===== config.mk =====
export PLATFORM = sky130hd
export DESIGN_NAME = rsa_decrypt_unit_flat
export DESIGN_NICKNAME = d
export VERILOG_FILES = /design/src/rtl/rsa_decrypt_unit_if.sv /design/src/rtl/rsa_decrypt_unit.sv /design/src/flat_wrapper.sv
export SDC_FILE = /design/constraint.sdc
export NUM_CORES = 1
export LEC_CHECK = 0
export CORE_MARGIN = 1.5
export CORE_UTILIZATION = 55
export DETAILED_ROUTE_END_ITERATION = 10
export HOLD_SLACK_MARGIN = 0.15
export PLACE_DENSITY = 0.72
export SLEW_MARGIN = 5
export SYNTH_ARGS = -nofsm -noshare
export SYNTH_HDL_FRONTEND = slang
export SYNTH_SLANG_ARGS = --single-unit

===== constraint.sdc =====
create_clock -name clk -period 28.5 [get_ports clk]
set_input_delay 2.85 -clock clk [delete_from_list [all_inputs] [get_ports clk]]
set_output_delay 2.85 -clock clk [all_outputs]
set_load 0.01 [all_outputs]

===== src/rtl/rsa_decrypt_unit_if.sv =====
// Ciphertext-in / plaintext-out handshake bundle for the RSA decrypt unit.
// The master drives ciphertexts and consumes results; the slave is the decrypt unit.
interface rsa_decrypt_unit_if;
    logic [12:0] cipher_in;
    logic        cipher_valid;
    logic        cipher_ready;
    logic [7:0]  plain_out;
    logic        plain_valid;
    logic        out_ready;
    logic        range_err;
    logic        busy;

    modport master (
        output cipher_in,
        output cipher_valid,
        output out_ready,
        input  cipher_ready,
        input  plain_out,
        input  plain_valid,
        input  range_err,
        input  busy
    );

    modport slave (
        input  cipher_in,
        input  cipher_valid,
        input  out_ready,
        output cipher_ready,
        output plain_out,
        output plain_valid,
        output range_err,
        output busy
    );
endinterface


===== src/rtl/rsa_decrypt_unit.sv =====
// RSA decryption m = c^D mod N by left-to-right square-and-multiply,
// one modular multiply per cycle, with valid/ready handshakes on both sides.
module rsa_decrypt_unit #(
    parameter int N       = 3233,
    parameter int D       = 2753,
    parameter int N_WIDTH = 12,
    parameter int D_WIDTH = 12
) (
    input logic              clk,
    input logic              rst_n,
    rsa_decrypt_unit_if.slave bus
);
    localparam int IDX_W = (D_WIDTH > 1) ? $clog2(D_WIDTH) : 1;
    localparam int P_W   = 2 * N_WIDTH;

    localparam logic [P_W-1:0]     N_WIDE = P_W'(N);
    localparam logic [D_WIDTH-1:0] D_BITS = D_WIDTH'(D);
    localparam logic [IDX_W-1:0]   TOP_IDX = IDX_W'(D_WIDTH - 1);

    localparam logic [1:0] IDLE     = 2'd0;
    localparam logic [1:0] SQUARE   = 2'd1;
    localparam logic [1:0] MULTIPLY = 2'd2;
    localparam logic [1:0] DONE     = 2'd3;

    logic [1:0]         state;
    logic [1:0]         next_state;
    logic [N_WIDTH-1:0] acc;
    logic [N_WIDTH-1:0] base;
    logic [IDX_W-1:0]   bit_idx;
    logic [7:0]         plain_out;
    logic               plain_valid;
    logic               range_err;
    logic               busy;

    logic [N_WIDTH-1:0] mul_operand;
    logic [P_W-1:0]     product;
    logic [N_WIDTH-1:0] product_mod;
    logic [N_WIDTH-1:0] cipher_mod;
    logic               exp_bit;

    assign bus.cipher_ready = (state == IDLE);
    assign bus.plain_out    = plain_out;
    assign bus.plain_valid  = plain_valid;
    assign bus.range_err    = range_err;
    assign bus.busy         = busy;

    // One shared multiplier: acc*acc while squaring, acc*base while multiplying.
    always_comb begin
        mul_operand = (state == MULTIPLY) ? base : acc;
        product     = P_W'(acc) * P_W'(mul_operand);
        product_mod = N_WIDTH'(product % N_WIDE);
        cipher_mod  = N_WIDTH'(P_W'(bus.cipher_in) % N_WIDE);
        exp_bit     = D_BITS[bit_idx];
    end

    always_comb begin
        next_state = state;
        case (state)
            IDLE: begin
                if (bus.cipher_valid) next_state = SQUARE;
            end
            SQUARE: begin
                if (exp_bit)             next_state = MULTIPLY;
                else if (bit_idx == '0)  next_state = DONE;
            end
            MULTIPLY: begin
                next_state = (bit_idx == '0) ? DONE : SQUARE;
            end
            DONE: begin
                if (bus.out_ready) next_state = IDLE;
            end
            default: next_state = IDLE;
        endcase
    end

    always_ff @(posedge clk) begin
        if (!rst_n) begin
            state       <= IDLE;
            acc         <= '0;
            base        <= '0;
            bit_idx     <= '0;
            plain_out   <= '0;
            plain_valid <= 1'b0;
            range_err   <= 1'b0;
            busy        <= 1'b0;
        end else begin
            state       <= next_state;
            busy        <= (next_state == SQUARE) || (next_state == MULTIPLY);
            plain_valid <= (next_state == DONE);

            case (state)
                IDLE: begin
                    if (bus.cipher_valid) begin
                        base    <= cipher_mod;
                        acc     <= N_WIDTH'(1);
                        bit_idx <= TOP_IDX;
                    end
                end
                SQUARE: begin
                    acc <= product_mod;
                    if (!exp_bit && bit_idx != '0) bit_idx <= bit_idx - 1'b1;
                end
                MULTIPLY: begin
                    acc <= product_mod;
                    if (bit_idx != '0) bit_idx <= bit_idx - 1'b1;
                end
                default: ;
            endcase

            // Capture the final product on the edge that enters DONE so the result is valid immediately.
            if (state != DONE && next_state == DONE) begin
                plain_out <= product_mod[7:0];
                range_err <= (product_mod > N_WIDTH'(255));
            end
        end
    end
endmodule


===== src/flat_wrapper.sv =====
// flat-port wrapper written by rule: the top's interface ports become plain ports
module rsa_decrypt_unit_flat 
#(
    parameter int N       = 3233,
    parameter int D       = 2753,
    parameter int N_WIDTH = 12,
    parameter int D_WIDTH = 12
)
  (clk, rst_n, bus_cipher_in, bus_cipher_valid, bus_out_ready, bus_cipher_ready, bus_plain_out, bus_plain_valid, bus_range_err, bus_busy);
  rsa_decrypt_unit_if bus_i ();
  input logic clk;
  input logic rst_n;
  input wire logic [$bits(bus_i.cipher_in)-1:0] bus_cipher_in;
  input wire logic [$bits(bus_i.cipher_valid)-1:0] bus_cipher_valid;
  input wire logic [$bits(bus_i.out_ready)-1:0] bus_out_ready;
  output wire logic [$bits(bus_i.cipher_ready)-1:0] bus_cipher_ready;
  output wire logic [$bits(bus_i.plain_out)-1:0] bus_plain_out;
  output wire logic [$bits(bus_i.plain_valid)-1:0] bus_plain_valid;
  output wire logic [$bits(bus_i.range_err)-1:0] bus_range_err;
  output wire logic [$bits(bus_i.busy)-1:0] bus_busy;
  assign bus_i.cipher_in = bus_cipher_in;
  assign bus_i.cipher_valid = bus_cipher_valid;
  assign bus_i.out_ready = bus_out_ready;
  assign bus_cipher_ready = bus_i.cipher_ready;
  assign bus_plain_out = bus_i.plain_out;
  assign bus_plain_valid = bus_i.plain_valid;
  assign bus_range_err = bus_i.range_err;
  assign bus_busy = bus_i.busy;
  rsa_decrypt_unit #(.N(N), .D(D), .N_WIDTH(N_WIDTH), .D_WIDTH(D_WIDTH)) u_core (.clk(clk), .rst_n(rst_n), .bus(bus_i));
endmodule

After elaboration in Yosys (flattened, before gate mapping)
Memory sizes are Yosys's and may differ from the RTL's. A register that Yosys moved wholly into a read port is not among the register bits.
Index checks and enable logic that the tools add are counted.
{"block": "word_totals", "regBits": 41, "romBits": 16, "n_memories": 1, "input_bits": 17, "mem_bits_rw": 0, "wordCells": 54, "latch_bits": 0}
{"name": "(name not given)", "depth": 16, "word_bits": 1, "read_ports": 1, "rd_ports_with_merged_regs": 1, "wr": 0, "line": "rsa_decrypt_unit.sv:53", "rtl": "exp_bit = D_BITS[bit_idx];"}
{"block": "classes", "n_mul": 1, "reduce_logical": 13, "n_lt_le_gt_ge": 2, "addsub": 1, "div": 2, "bitwise": 0, "shift": 0, "mux": 16, "eq_ne": 10}
{"op": "$mod 13x12->24 const B", "n": 1}
{"op": "$mod 24x12->24 const B", "n": 1}
{"op": "$mul 12x12->24", "n": 1}
{"op": "$mux 12", "n": 2}
{"op": "$pmux 12 s2", "n": 1}
{"op": "$mux 4", "n": 5}
{"op": "$gt 12x8->1 const B", "n": 1}
{"op": "$pmux 4 s3", "n": 1}
{"op": "$mux 2", "n": 5}
{"op": "$eq 2x2->1 const B", "n": 4}
{"op": "$pmux 2 s4", "n": 1}
{"op": "$ne 2x2->1 const B", "n": 3}
{"op": "$lt 4x5->1 const B", "n": 1}
{"op": "$eq 2x1->1 const B", "n": 2}
{"op": "$logic_not 4->1", "n": 1}
{"op": "$reduce_and 2->1", "n": 2}
{"op": "$reduce_and 4->1", "n": 1}
{"op": "$reduce_bool 4->1", "n": 1}
{"op": "$sub 4x1->4 const B", "n": 1}
{"op": "$reduce_bool 3->1", "n": 1}
{"op": "$logic_and 1x1->1", "n": 2}
{"op": "$logic_not 2->1", "n": 1}
{"op": "$ne 2x1->1 const B", "n": 1}
{"op": "$reduce_bool 2->1", "n": 1}
{"op": "4 further kinds", "n": 4}

Logic depth before layout (Yosys ltp)
Gate-level depths: netlist of the first run.
{"block": "logic_depth", "ltp_word": 8, "ltp_mapped": 88, "mapped_depth_nobuf": 70}

Least setup slack after synthesis of the first run
No wires, ideal clock.
{"block": "synth_path", "path_kind": "reg-to-reg", "from": "reg u_core.state[0]", "to": "reg u_core.acc[6]", "stages_incl_launch_ff": 76, "arrival_ns": 19.650, "slack_ns": 8.733, "cell_sequence": "dfxtp_1 > inv_1 > ha_1 > clkbuf_1 > clkbuf_1 > mux2_2 > clkbuf_1 > and2_1 > fa_1 > inv_1 > fa_1 > inv_1 > fa_1 > fa_1 > inv_1 > fa_1 > inv_1 > ha_1 > (+40 left out) > and4_1 > o21ba_4 > o21ai_4 > xnor2_1 > inv_1 > ha_1 > or3_1 > and3_1 > a211oi_4 > buf_2 > xnor2_1 > ha_1 > inv_1 > o31ai_1 > a2111oi_4 > nor2_4 > or3_1 > a32o_1"}
{"block": "synth_between", "elab_chain_cells": 5, "word_cells_on_any_way": 11}
{"item": "start: declaration", "line": "rsa_decrypt_unit.sv:25", "rtl": "logic [1:0] state;"}
{"item": "start signal: assignment", "line": "rsa_decrypt_unit.sv:87", "rtl": "state <= next_state;"}
{"item": "$eq 2x2->1", "line": "rsa_decrypt_unit.sv:49, rsa_decrypt_unit.sv:91"}
{"item": "$mux 12", "line": "rsa_decrypt_unit.sv:49", "rtl": "mul_operand = (state == MULTIPLY) ? base : acc;"}
{"item": "$mul 12x12->24", "line": "rsa_decrypt_unit.sv:50", "rtl": "product = P_W'(acc) * P_W'(mul_operand);"}
{"item": "$mod 24x12->24", "line": "rsa_decrypt_unit.sv:51", "rtl": "product_mod = N_WIDTH'(product % N_WIDE);"}
{"item": "$pmux 12 s2", "line": "rsa_decrypt_unit.sv:91", "rtl": "case (state)"}
{"item": "end signal: assignment", "line": "rsa_decrypt_unit.sv:100", "rtl": "acc <= product_mod;"}
{"item": "end signal: assignment", "line": "rsa_decrypt_unit.sv:104", "rtl": "acc <= product_mod;"}
{"item": "end: declaration", "line": "rsa_decrypt_unit.sv:27", "rtl": "logic [N_WIDTH-1:0] acc;"}
Parallel ways exist; a longest one is shown, timed or not.
A chain may end at the register's enable or synchronous reset.

Worst setup path after layout of the first run
Same ends and word-level chain as after synthesis.

==> impl_metrics.tcl, run 1 <==
set metrics [dict create \
    hold_viol 0 \
    post-dp-hpwl_mm 33.3 \
    fp.coreArea_um2 26300 \
    p_int_mw 0.143 \
    dieArea_um2 27900 \
    drt_iter0_markers 1403 \
    switching_share_pct 39.0 \
    cp_top_family "compound AO/OA/AOI/OAI gates" \
    switching_power_mw 0.0915 \
    gp_congestion 0.969 \
    grt_max_degree 29 \
    syn_area_per_cell_um2 7.28 \
    fin_setup_tns_ns 0 \
    cp.required_ns 28.69 \
    yosys.cell_types.count 127 \
    ys_ff_latch 42 \
    cts.sinks 42 \
    antennaDiodeCount 0 \
    die_h_um 167 \
    postLayoutCoreUtil_pct 58.1 \
    hold_buffers 0 \
    critical_path.max_fanout 18 \
    peakVddDrop_v 0.0000225 \
    status "completed" \
    finalCritPeriodShare_pct 83.4 \
    synth_warnings 0 \
    r2r.worst_path.cells 66 \
    clk_pin_slew_ns 0.07 \
    grt_pass1_wl_mm 70.2 \
    ant_nets 0 \
    pwr-share-clk_pct 28.9 \
    critPathBufInv 6 \
    hold_slack_ns 0.469 \
    cts_buffer_depth 2 \
    slowest_stage "o311ai_0" \
    num_rows 59 \
    root_buffer "clkbuf_16" \
    start_kind "flop" \
    cts_made_buffers 5 \
    worst_clock_skew_ns 0.00623 \
    comb_power_share_pct 40.2 \
    grt_pass1_vias 14000 \
    seq_area_frac_synth_pct 5.68 \
    worstSetupPathType "reg -> reg" \
    stdcell_area_um2 15300 \
    vias 15100 \
    hold_class "reg -> reg" \
    antenna_found_initial 0 \
    die_x_um 167 \
    min_to "u_core.bus.plain_out[7]$_SDFFE_PN0P_" \
    power_density_nw_per_um2 15.3 \
    drive_gt1_share_pct 6.26 \
    synth_area_um2 14800 \
    reg2reg_from "u_core.state[0]$_SDFF_PN0_" \
    fin_crit_ns 23.78 \
    routed_wl_mm 41.6 \
    rsz0062_at_grt "false" \
    max-slew-margin-rel_pct 21.7 \
    r2r_setup_slack_ns 4.72 \
    r2r-end "u_core.acc[6]$_SDFFE_PN0P_" \
    cp_slowest_stage_delay_ns 1.02 \
    holdPathStages 2 \
    placed_area_um2 15100 \
    min_from "u_core.bus.plain_out[7]$_SDFFE_PN0P_" \
    ctsResizeCount 0 \
    cts_max_level 2 \
    maxSlewViolCount 0 \
    synth_fp_nets 2228 \
    grt_usage_pct 29.6 \
    cp_common_cell "inv_1" \
    postCtsSetupRepairBufs 0 \
    leakage_nw 6.53 \
    initial_core_util_pct 56.4 \
    final_nets 2175 \
    cts_tree "done" \
    clkLatencyLatePin_ns 0.29 \
    grt.overflow.total 0 \
    io_pins 29 \
    synth_cells 2034 \
    cap_violations 0 \
    synthFlopType "dfxtp_1" \
    wire_per_inst_um 18.0 \
    synth-edff-count 0 \
    max_freq_mhz 42.1 \
    power_frac_seq_pct 30.9 \
    worst_slew_pin_slew_ns 1.16 \
    crit_arrival_ns 23.96 \
    portBuffers 28 \
    drc 0 \
    via_per_inst 6.50 \
    area_growth_pct 3.15 \
    setup_violations 0 \
    dr.pass1.iters 6 \
    async_flop_share_pct 0 \
    cp-end-kind "flop" \
    cp.depth 66 \
]
## cell usage in the layout (no fill, tap or decap), types with 10 or more instances in the layout
cell type / synthesis / routed
inv_1: 165 / 165
o211ai_1: 32 / 32
nor4_1: 17 / 16
a31oi_1: 22 / 22
o21ai_1: 30 / 31
nand2_1: 239 / 239
nor2_1: 158 / 158
o21a_1: 17 / 17
a2111oi_0: 11 / 11
o31ai_1: 12 / 12
or3_1: 26 / 26
a21o_1: 27 / 27
nand2b_1: 13 / 13
dfxtp_1: 42 / 42
o21ai_0: 90 / 89
mux2i_1: 23 / 23
a311oi_1: 10 / 10
a22o_1: 10 / 10
xnor2_1: 100 / 100
nand3_1: 54 / 54
xor2_1: 34 / 34
or2_2: 13 / 13
or4_1: 11 / 11
nor3_1: 56 / 56
and2_1: 76 / 76
a31o_2: 11 / 11
nand4_1: 20 / 20
clkdlybuf4s50_1: 0 / 28
and3_1: 23 / 23
a21oi_1: 125 / 125
a211oi_1: 24 / 24
mux2_2: 20 / 20
fa_1: 100 / 100
ha_1: 77 / 77
o22ai_1: 13 / 13
## state kept, by name (all words and copies together), names as in the netlist
register and flops:
u_core.acc 12, u_core.base 12, u_core.bus.plain_out 8, u_core.bit_idx 4, u_core.state 2, u_core.bus.busy 1, u_core.bus.plain_valid 1, u_core.bus.range_err 1
u_core.exp_bit 1
## per-layer routing
layer	global-route usage (%)	up-vias	routed length (µm)
li1	-	7236	-
met1	43.3	7215	19500
met2	48.3	562	18900
met3	2.20	48	2690
met4	4.94	0	485
met5	0	-	0
## stage by stage
step	instances	worst slack [ns]	power [mW]
6_report	2317	4.72	0.234
5_1_grt	2317	2.95	0.249
4_1_cts	2317	5.07	0.234
3_5_place_dp	2309	5.16	0.166
3_3_place_gp	2309	5.64	0.165
2_1_floorplan	2034	8.73	0.141
## kinds of logic after synthesis
group | share of synthesized area, %
DFF | 5.68
and+or+nand+nor | 25.4
buffers and inverters | 7.30
xor gates and xnor gates | 8.36
muxes | 3.24
adders and majority gates | 20.2
AOI/OAI and AO/OA | 29.8
## worst min-delay path: stages (launching register included)
cell and delay, ns:
dfxtp_1 0.32, nand2_1 0.05, a21oi_1 0.05
## final cells by class
cell class | instances | area (µm²)
Sequential cell | 42 | 841
Timing Repair Buffer | 33 | 318
Tap cell | 335 | 419
Clock inverter | 3 | 48.8
Fill cell | 2480 | 11000
Multi-Input combinational cell | 1731 | 12900
Inverter | 168 | 631
Clock buffer | 5 | 125
## synthesized netlist by cell type (16+ instances only)
| cell | instances | area, µm² |
|---|---|---|
| inv_1 | 165 | 619 |
| xnor2_1 | 100 | 876 |
| or3_1 | 26 | 163 |
| mux2i_1 | 23 | 230 |
| o21a_1 | 17 | 128 |
| nand2_1 | 239 | 897 |
| nor3_1 | 56 | 280 |
| xor2_1 | 34 | 298 |
| o21ai_1 | 30 | 150 |
| nor2_1 | 158 | 593 |
| o21ai_0 | 90 | 450 |
| mux2_2 | 20 | 225 |
| fa_1 | 100 | 2000 |
| clkbuf_1 | 58 | 218 |
| buf_4 | 16 | 120 |
| and3_1 | 23 | 144 |
| nand3_1 | 54 | 270 |
| dfxtp_1 | 42 | 841 |
| a21oi_1 | 125 | 626 |
| a211oi_1 | 24 | 180 |
| a31oi_1 | 22 | 138 |
| and2_1 | 76 | 475 |
| nand4_1 | 20 | 125 |
| nor4_1 | 17 | 106 |
| ha_1 | 77 | 963 |
| a21o_1 | 27 | 203 |
| o211ai_1 | 32 | 240 |
## power by group through the flow
stage	registers, mW	logic (mW)	clock network, mW
after CTS	0.0724	0.0936	0.0685
after detailed placement	0.0736	0.0928	0
final	0.0724	0.0942	0.0679
after global routing	0.0735	0.105	0.0705
after global placement	0.0734	0.0919	0
after floorplan	0.0712	0.0695	0
## how the worst max path moves through the flow
stage                                     startpoint                    endpoint  slack (ns)
final                     u_core.state[0]$_SDFF_PN0_  u_core.acc[6]$_SDFFE_PN0P_        4.72
after floorplan           u_core.state[0]$_SDFF_PN0_  u_core.acc[6]$_SDFFE_PN0P_        8.73
after detailed placement  u_core.state[0]$_SDFF_PN0_  u_core.acc[6]$_SDFFE_PN0P_        5.16
after CTS                 u_core.state[0]$_SDFF_PN0_  u_core.acc[6]$_SDFFE_PN0P_        5.07
after global placement    u_core.state[0]$_SDFF_PN0_  u_core.acc[6]$_SDFFE_PN0P_        5.64
after global routing      u_core.state[0]$_SDFF_PN0_  u_core.acc[6]$_SDFFE_PN0P_        2.95
No activity file was read; power rests on OpenSTA's default activity.
==> inputs of run 2 (changes only) <==
- PLACE_DENSITY: 0.72 -> 0.75
- clock period: 28.5 -> 21 ns (I/O delays scaled with it)
==> run 2 against run 1 <==
  * Fmax increased by 17%
  * Worst setup slack worse by 4.1 ns
  * Die area did not move
  * Critical endpoint unchanged
  * Largest power group unchanged
==> impl_metrics.tcl, run 2 (synthesis gave the netlist of run 1 again) <==
set metrics [dict create \
    cp_slowest_stage_delay_ns 0.57 \
    seqCellArea_um2 841 \
    root_buffer "clkbuf_16" \
    die_x_um 167 \
    setup_violations 0 \
    vias 15900 \
    slowest_stage "o41a_1" \
    critical_path.max_fanout 11 \
    cp-end-kind "flop" \
    postLayoutCoreUtil_pct 63.6 \
    cts_made_buffers 5 \
    final_common_cell "nand2_1" \
    hold_class "reg -> reg" \
    drc 0 \
    clkLatencyLatePin_ns 0.29 \
    finalCritPeriodShare_pct 96.9 \
    max_freq_mhz 49.1 \
    io_pins 29 \
    worst_slew_pin_slew_ns 1.17 \
    initial_core_util_pct 56.4 \
    cp_common_cell "buf_4" \
    grt_pass1_wl_mm 70.9 \
    cap_violations 0 \
    final.fill_count 2281 \
    gp_congestion 0.967 \
    post-dp-hpwl_mm 33.6 \
    via_per_inst 6.56 \
    mostFrequentLayoutCells "237 x nand2_1, 165 x inv_1, 156 x nor2_1" \
    max-slew-margin-rel_pct 21.8 \
    reg.largest.list "u_core.acc x12, u_core.base x12, u_core.bus.plain_out x8" \
    cts.sinks 42 \
    fin_crit_ns 20.35 \
    wire_per_inst_um 18.0 \
    hold_viol 0 \
    grt_max_degree 29 \
    final_nets 2290 \
    cp.required_ns 21.18 \
    cts_max_level 2 \
    routed_wl_mm 43.9 \
    setup_slack_ns 0.647 \
    multi_input_area_um2 13500 \
    drt_iter0_markers 1793 \
    place_ws_ns -0.0280 \
    peakVddDrop_v 0.0000311 \
    drive_gt1_share_pct 15.0 \
    antennaDiodeCount 0 \
    status "completed" \
    area_growth_pct 12.9 \
    cts_buffer_depth 2 \
    cts_tree "done" \
    leakage_nw 7.21 \
    ant_nets 0 \
    grt_pass1_vias 14400 \
    num_rows 59 \
    clk_pin_slew_ns 0.06 \
    maxSlewViolCount 0 \
    start_kind "flop" \
    fp.coreArea_um2 26300 \
    crit_arrival_ns 20.53 \
    portBuffers 28 \
    dieArea_um2 27900 \
    power_density_nw_per_um2 19.2 \
    die_h_um 167 \
    antenna_found_initial 0 \
    p_total_mw 0.321 \
    dr.pass1.iters 5 \
    worst_clock_skew_ns 0.00343 \
    grt.overflow.total 0 \
    grt_usage_pct 29.8 \
    worstSetupPathType "reg -> reg" \
]
-- run 2: through the flow --
| stage | setup TNS (ns) | hold slack, ns | area [µm²] | cells |
|---|---|---|---|---|
| 6_report | 0 | 0.455 | 16700 | 2432 |
| 5_1_grt | -2.46 | 0.489 | 16700 | 2432 |
| 4_1_cts | 0 | 0.457 | 15800 | 2386 |
| 3_5_place_dp | -0.0280 | 0.448 | 15600 | 2378 |
| 3_3_place_gp | 0 | 0.442 | 15600 | 2378 |
| 2_1_floorplan | 0 | 0.438 | 14800 | 2034 |
-- run 2: critical path, delay by kind of cell, from the launching register on --
kind | cells | cell delay, ns
adders and majority gates | 7 | 3.32
DFF | 1 | 0.34
buffers and inverters | 12 | 1.65
muxes | 3 | 1.06
AOI/OAI and AO/OA | 33 | 9.15
and+or+nand+nor | 17 | 4.71
-- run 2: worst paths after layout --
kind	from	end	slack [ns]	depth (start not counted)
max	u_core.state[0]$_SDFF_PN0_	u_core.acc[6]$_SDFFE_PN0P_	0.65	72
min	u_core.bus.plain_out[7]$_SDFFE_PN0P_	u_core.bus.plain_out[7]$_SDFFE_PN0P_	0.46	2
max reg2reg	u_core.state[0]$_SDFF_PN0_	u_core.acc[6]$_SDFFE_PN0P_	0.65	72
min reg2reg	u_core.bus.plain_out[7]$_SDFFE_PN0P_	u_core.bus.plain_out[7]$_SDFFE_PN0P_	0.46	2
-- run 2: cell type report --
type	count	area share, %
clock buffers	7	0.853
clock inverters	1	0.0524
inverters	168	3.77
multi-input cells	1734	80.9
flip-flops and latches	42	5.03
well taps	335	2.51
repair buffers	145	6.93
-- run 2: timing repair --
action / in CTS / in global routing
gates resized for setup: 6 / 103
buffers inserted: 0 / 43
pin swaps: 0 / 28
endpoints found under the setup margin: 13 / 21
hold buffers: 0 / 0
cloned: 0 / 3
-- run 2: report_power, final --
group | internal, mW | switching [mW] | total [mW]
registers | 0.0890 | 0.00938 | 0.0984
logic | 0.0555 | 0.0866 | 0.142
clock network | 0.0478 | 0.0325 | 0.0803
-- run 2: layer usage --
| layer | vias up | GRT usage (%) | wire (µm) |
|---|---|---|---|
| li1 | 7468 | - | - |
| met1 | 7641 | 41.8 | 19300 |
| met2 | 741 | 48.7 | 20400 |
| met3 | 98 | 2.91 | 3000 |
| met4 | 0 | 8.38 | 1100 |
| met5 | - | 0 | 0 |
==> patch 1: new RTL, flow settings as in run 2 <==
Reset style: asynchronous (`rst_n`), changed in one clocked block.
--- a/src/rtl/rsa_decrypt_unit.sv
+++ b/src/rtl/rsa_decrypt_unit.sv
@@ -73,7 +73,7 @@
         endcase
     end
 
-    always_ff @(posedge clk) begin
+    always_ff @(posedge clk or negedge rst_n) begin
         if (!rst_n) begin
             state       <= IDLE;
             acc         <= '0;
Function: differs if rst_n is asserted again (counterexample within 4 cycles, from zero or initial values and one cycle with rst_n low); with rst_n held inactive, the same outputs for 10 cycles.
==> patch 1 against run 2 <==
Sequential cell count shrank 1; synthesized cell count down 7.2%; worst setup slack better by 0.12 ns; maximum frequency is 0.59% higher; synthesized area shrank 1.4%; core utilization shrank 1.1 points; routed wire length decreased by 6.6%; final area is 2.6% lower; count of clock-buffer cells in the layout down 2.
Power is not shown: default switching activity piles up to over one toggle a cycle in this logic, so the estimate is an artifact.
==> patch 1: results (changes against run 2) <==
- Outcome: completed (unchanged)
- Clock buffer depth: 2 (unchanged)
- Synth area leaders: fa_1, dfrtp_1, ha_1 (was fa_1, ha_1, nand2_1)
- Nets: 2102 (was 2290)
- Met3 WL: 2290 µm (was 3000 µm)
- Library cells used by synthesis: 133 (was 127)
- Post-synth top flop: dfrtp_1 (was dfxtp_1)
- Post-DP Area: 15100 µm² (was 15600 µm²)
- Final wirelength: 41000 µm (was 43900 µm)
- Yosys warns: 0 (unchanged)
- Drt first-iter violations: 1244 (was 1793)
- DR pass1 iterations: 5 (unchanged)
- Hold crit path type: reg -> reg (unchanged)
- First-pass GRT wire length: 67100 µm (was 70900 µm)
- Global Route Usage Sum: 0.281 (was 0.298)
- Hold Vio Cnt, Final: 0 (unchanged)
- Internal reg-to-reg setup slack: 0.77 ns (was 0.65 ns)
- DP HPWL: 31600 µm (was 33600 µm)
- Largest net degree at the start of global routing: 42 (was 29)
- Asr flop ratio synth: 1.00 (was 0)
- Commonest cells in the netlist: nand2_1, inv_1, nor2_1 (unchanged)
- Avg Vias per Cell: 6.53 (was 6.56)
- Hold WS: 0.491 ns (was 0.455 ns)
- Biggest regs: u_core.acc x12, u_core.base x12, u_core.bus.plain_out x8 (unchanged)
- Sequential area share after synthesis: 0.0703 (was 0.0568)
- CP max stage delay: 0.61 ns (was 0.57 ns)
- Port Buffers: 28 (unchanged)
- Slowest stage cell, crit path: or4_4 (was o41a_1)
- Fin Clk Skew: 0.00559 ns (was 0.00343 ns)
- CP max FO: 12 (was 11)
- Met1 WL: 18700 µm (was 19300 µm)
- Met2 Wirelength: 19300 µm (was 20400 µm)
- Routability congestion estimate: 1.00 (was 0.967)
- Slew headroom: 0.278 (was 0.218)
- Critical path arrival: 20.40 ns (was 20.53 ns)
- Number of global-route vias before repair: 13800 (was 14400)
- Share of post-route cells with drive strength above 1: 0.167 (was 0.150)
- Fillcell total: 2244 (was 2281)
- H-tree Lvls: 2 (unchanged)
==> patch 1: cell count changes after synthesis, moves of 9 or more <==
| cell | delta |
|---|---|
| nor2_1 | -48 |
| dfxtp_1 | -42 |
| dfrtp_1 | +41 |
| a21oi_1 | -23 |
| xnor2_1 | -20 |
| o21ai_1 | +15 |
| o21ai_0 | -14 |
| mux2i_1 | -13 |
| o211ai_1 | -12 |
| buf_4 | -11 |
| a211o_1 | +9 |
==> patch 1: layout make-up <==
class,count,area [µm²],area share
inverter,160,601,0.0369
multi-input combinational,1610,13300,0.819
sequential,41,1030,0.0630
timing repair buffer,91,748,0.0460
clock inverter,3,21.3,0.00131
clock buffer,5,125,0.00769
tap,335,419,0.0257
==> patch 1: cells by family after synthesis <==
kind of cell    share of synthesized area
simple gates                        0.232
compound gates                      0.320
xor+xnor                           0.0792
buf+inv                            0.0656
flops                              0.0703
fa+ha+maj                           0.204
mux                                0.0295
==> patch 1: final timing paths <==
| path | start | endpoint | cells past startpoint |
|---|---|---|---|
| min | u_core.bus.plain_out[1]$_DFFE_PN0P_ | u_core.bus.plain_out[1]$_DFFE_PN0P_ | 2 |
| min in group asynchronous | rst_n | u_core.base[8]$_DFFE_PN0P_ | 1 |
| max in group asynchronous | rst_n | u_core.bus.plain_out[0]$_DFFE_PN0P_ | 1 |
| min reg2reg | u_core.bus.plain_out[1]$_DFFE_PN0P_ | u_core.bus.plain_out[1]$_DFFE_PN0P_ | 2 |
| max | u_core.state[0]$_DFF_PN0_ | u_core.bus.plain_out[5]$_DFFE_PN0P_ | 72 |
| max reg2reg | u_core.state[0]$_DFF_PN0_ | u_core.bus.plain_out[5]$_DFFE_PN0P_ | 72 |
==> patch 1: stage by stage <==
stage	instances	setup TNS, ns	setup WS [ns]
after floorplan	1888	0	1.75
after global placement	2199	0	0.257
after detailed placement	2199	-0.838	-0.102
after CTS	2210	0	0.0201
after global routing	2245	-1.79	-0.185
final	2245	0	0.766
==> patch 1: layer usage <==
layer,track usage,vias up
li1,-,6883
met1,0.401,7134
met2,0.464,568
met3,0.0262,79
met4,0.0548,0
met5,0,-
==> patch 1: worst max-delay path, delay by kind of cell (launching register included) <==
family	cells	cell delay [ns]
AO/OA/AOI/OAI	29	8.17
AND/OR/NAND/NOR	19	5.21
adder cells (fa/ha/maj)	9	3.69
buffers and inverters	9	0.99
multiplexers	2	0.83
XOR/XNOR	4	0.78
flip-flops	1	0.42
==> patch 1: what timing repair did <==
action,CTS,global route
cloned,0,1
setup endpoints to repair,18,21
endpoints found under the hold margin,0,0
buffers inserted,3,34
pin swaps,0,24
gates resized for setup,1,117
==> patch 2: new RTL, settings of run 2 <==
Without the edit above. `D_WIDTH` is set to 12 in 2 places; all go to 6.
--- a/src/rtl/rsa_decrypt_unit.sv
+++ b/src/rtl/rsa_decrypt_unit.sv
@@ -4,7 +4,7 @@
     parameter int N       = 3233,
     parameter int D       = 2753,
     parameter int N_WIDTH = 12,
-    parameter int D_WIDTH = 12
+    parameter int D_WIDTH = 6
 ) (
     input logic              clk,
     input logic              rst_n,
--- a/src/flat_wrapper.sv
+++ b/src/flat_wrapper.sv
@@ -4,7 +4,7 @@
     parameter int N       = 3233,
     parameter int D       = 2753,
     parameter int N_WIDTH = 12,
-    parameter int D_WIDTH = 12
+    parameter int D_WIDTH = 6
 )
   (clk, rst_n, bus_cipher_in, bus_cipher_valid, bus_out_ready, bus_cipher_ready, bus_plain_out, bus_plain_valid, bus_range_err, bus_busy);
   rsa_decrypt_unit_if bus_i ();
Function: changed (Yosys sat finds a counterexample within 10 cycles, from zero or initial values and one cycle with rst_n low).
==> patch 2 against run 2 <==
Final area shrank 5.8%; combinational power shrank 46%; routed wire length is 10% lower; total power decreased by 24%; synthesized area grew 1.2%; worst setup slack better by 0.33 ns; sequential cell count shrank 1; cell count shrank 7.4%; largest cell class unchanged; largest power group is now sequential cells; highest routed layer unchanged.
==> patch 2: results (changes against run 2) <==
- Adder-cell share of the synthesized area: 0.200 (was 0.202)
- Post-synthesis sequential element count: 41 (was 42)
- Worst R2R End: u_core.bus.plain_out[0]$_SDFFE_PN0P_ (was u_core.acc[6]$_SDFFE_PN0P_)
- Fin Clk Skew: 0.00480 ns (was 0.00343 ns)
- Sequential cell area share: 0.0521 (was 0.0503)
- Largest net degree at the start of global routing: 35 (was 29)
- Global Route Usage Sum: 0.274 (was 0.298)
- GRT met3 Usage: 0.0181 (was 0.0291)
- Xor-xnor portion of the synthesized cell area: 0.0912 (was 0.0836)
- Met1 WL: 18000 µm (was 19300 µm)
- VDD IR-drop max: 0.0322 mV (was 0.0311 mV)
- Layout non-clock buf frac: 0.0292 (was 0.0693)
- Fin crit period: 20.02 ns (was 20.35 ns)
- Met3 WL: 2240 µm (was 3000 µm)
- Area taken by multi-input logic gates: 13300 µm² (was 13500 µm²)
- DR pass1 iterations: 6 (was 5)
- Critical path arrival: 20.20 ns (was 20.53 ns)
- Fillcell total: 2427 (was 2281)
- Compound-Gate Fraction of Synth Area: 0.306 (was 0.298)
- M1 GR Usage: 0.386 (was 0.418)
- Met2 GRT Util: 0.471 (was 0.487)
- Placed cells: 2236 (was 2378)
- Outcome: completed (unchanged)
- Post-DP Area: 15300 µm² (was 15600 µm²)
- P per Cell Area: 15.6 nW/µm² (was 19.2 nW/µm²)
- First-pass GRT wire length: 66400 µm (was 70900 µm)
- Synth-to-Final Area Change: 5.13% (was 12.9%)
- Slew headroom: 0.305 (was 0.218)
- Signal buffers: 52 (was 145)
- Final wirelength: 39400 µm (was 43900 µm)
==> patch 2: repair_timing <==
action | CTS | global route
pin swaps | 0 | 5
endpoints found under the setup margin | 1 | 21
setup buffers | 0 | 9
resized for setup | 1 | 41
==> patch 2: per-stage QoR <==
step | util | hold slack (ns) | total power [W]
6_report | 0.586 | 0.458 | 0.000245
5_1_grt | 0.586 | 0.474 | 0.000259
4_1_cts | 0.575 | 0.457 | 0.000244
3_5_place_dp | 0.570 | 0.449 | 0.000169
3_3_place_gp | 0.570 | 0.448 | 0.000167
2_1_floorplan | - | 0.438 | 0.000147
==> patch 2: power by group <==
group | switching (W) | leakage [nW] | internal (W) | total (W)
combinational | 0.0000463 | 6.23 | 0.0000310 | 0.0000773
clock | 0.0000290 | 0.0700 | 0.0000466 | 0.0000756
sequential | 0.00000675 | 0.334 | 0.0000854 | 0.0000921
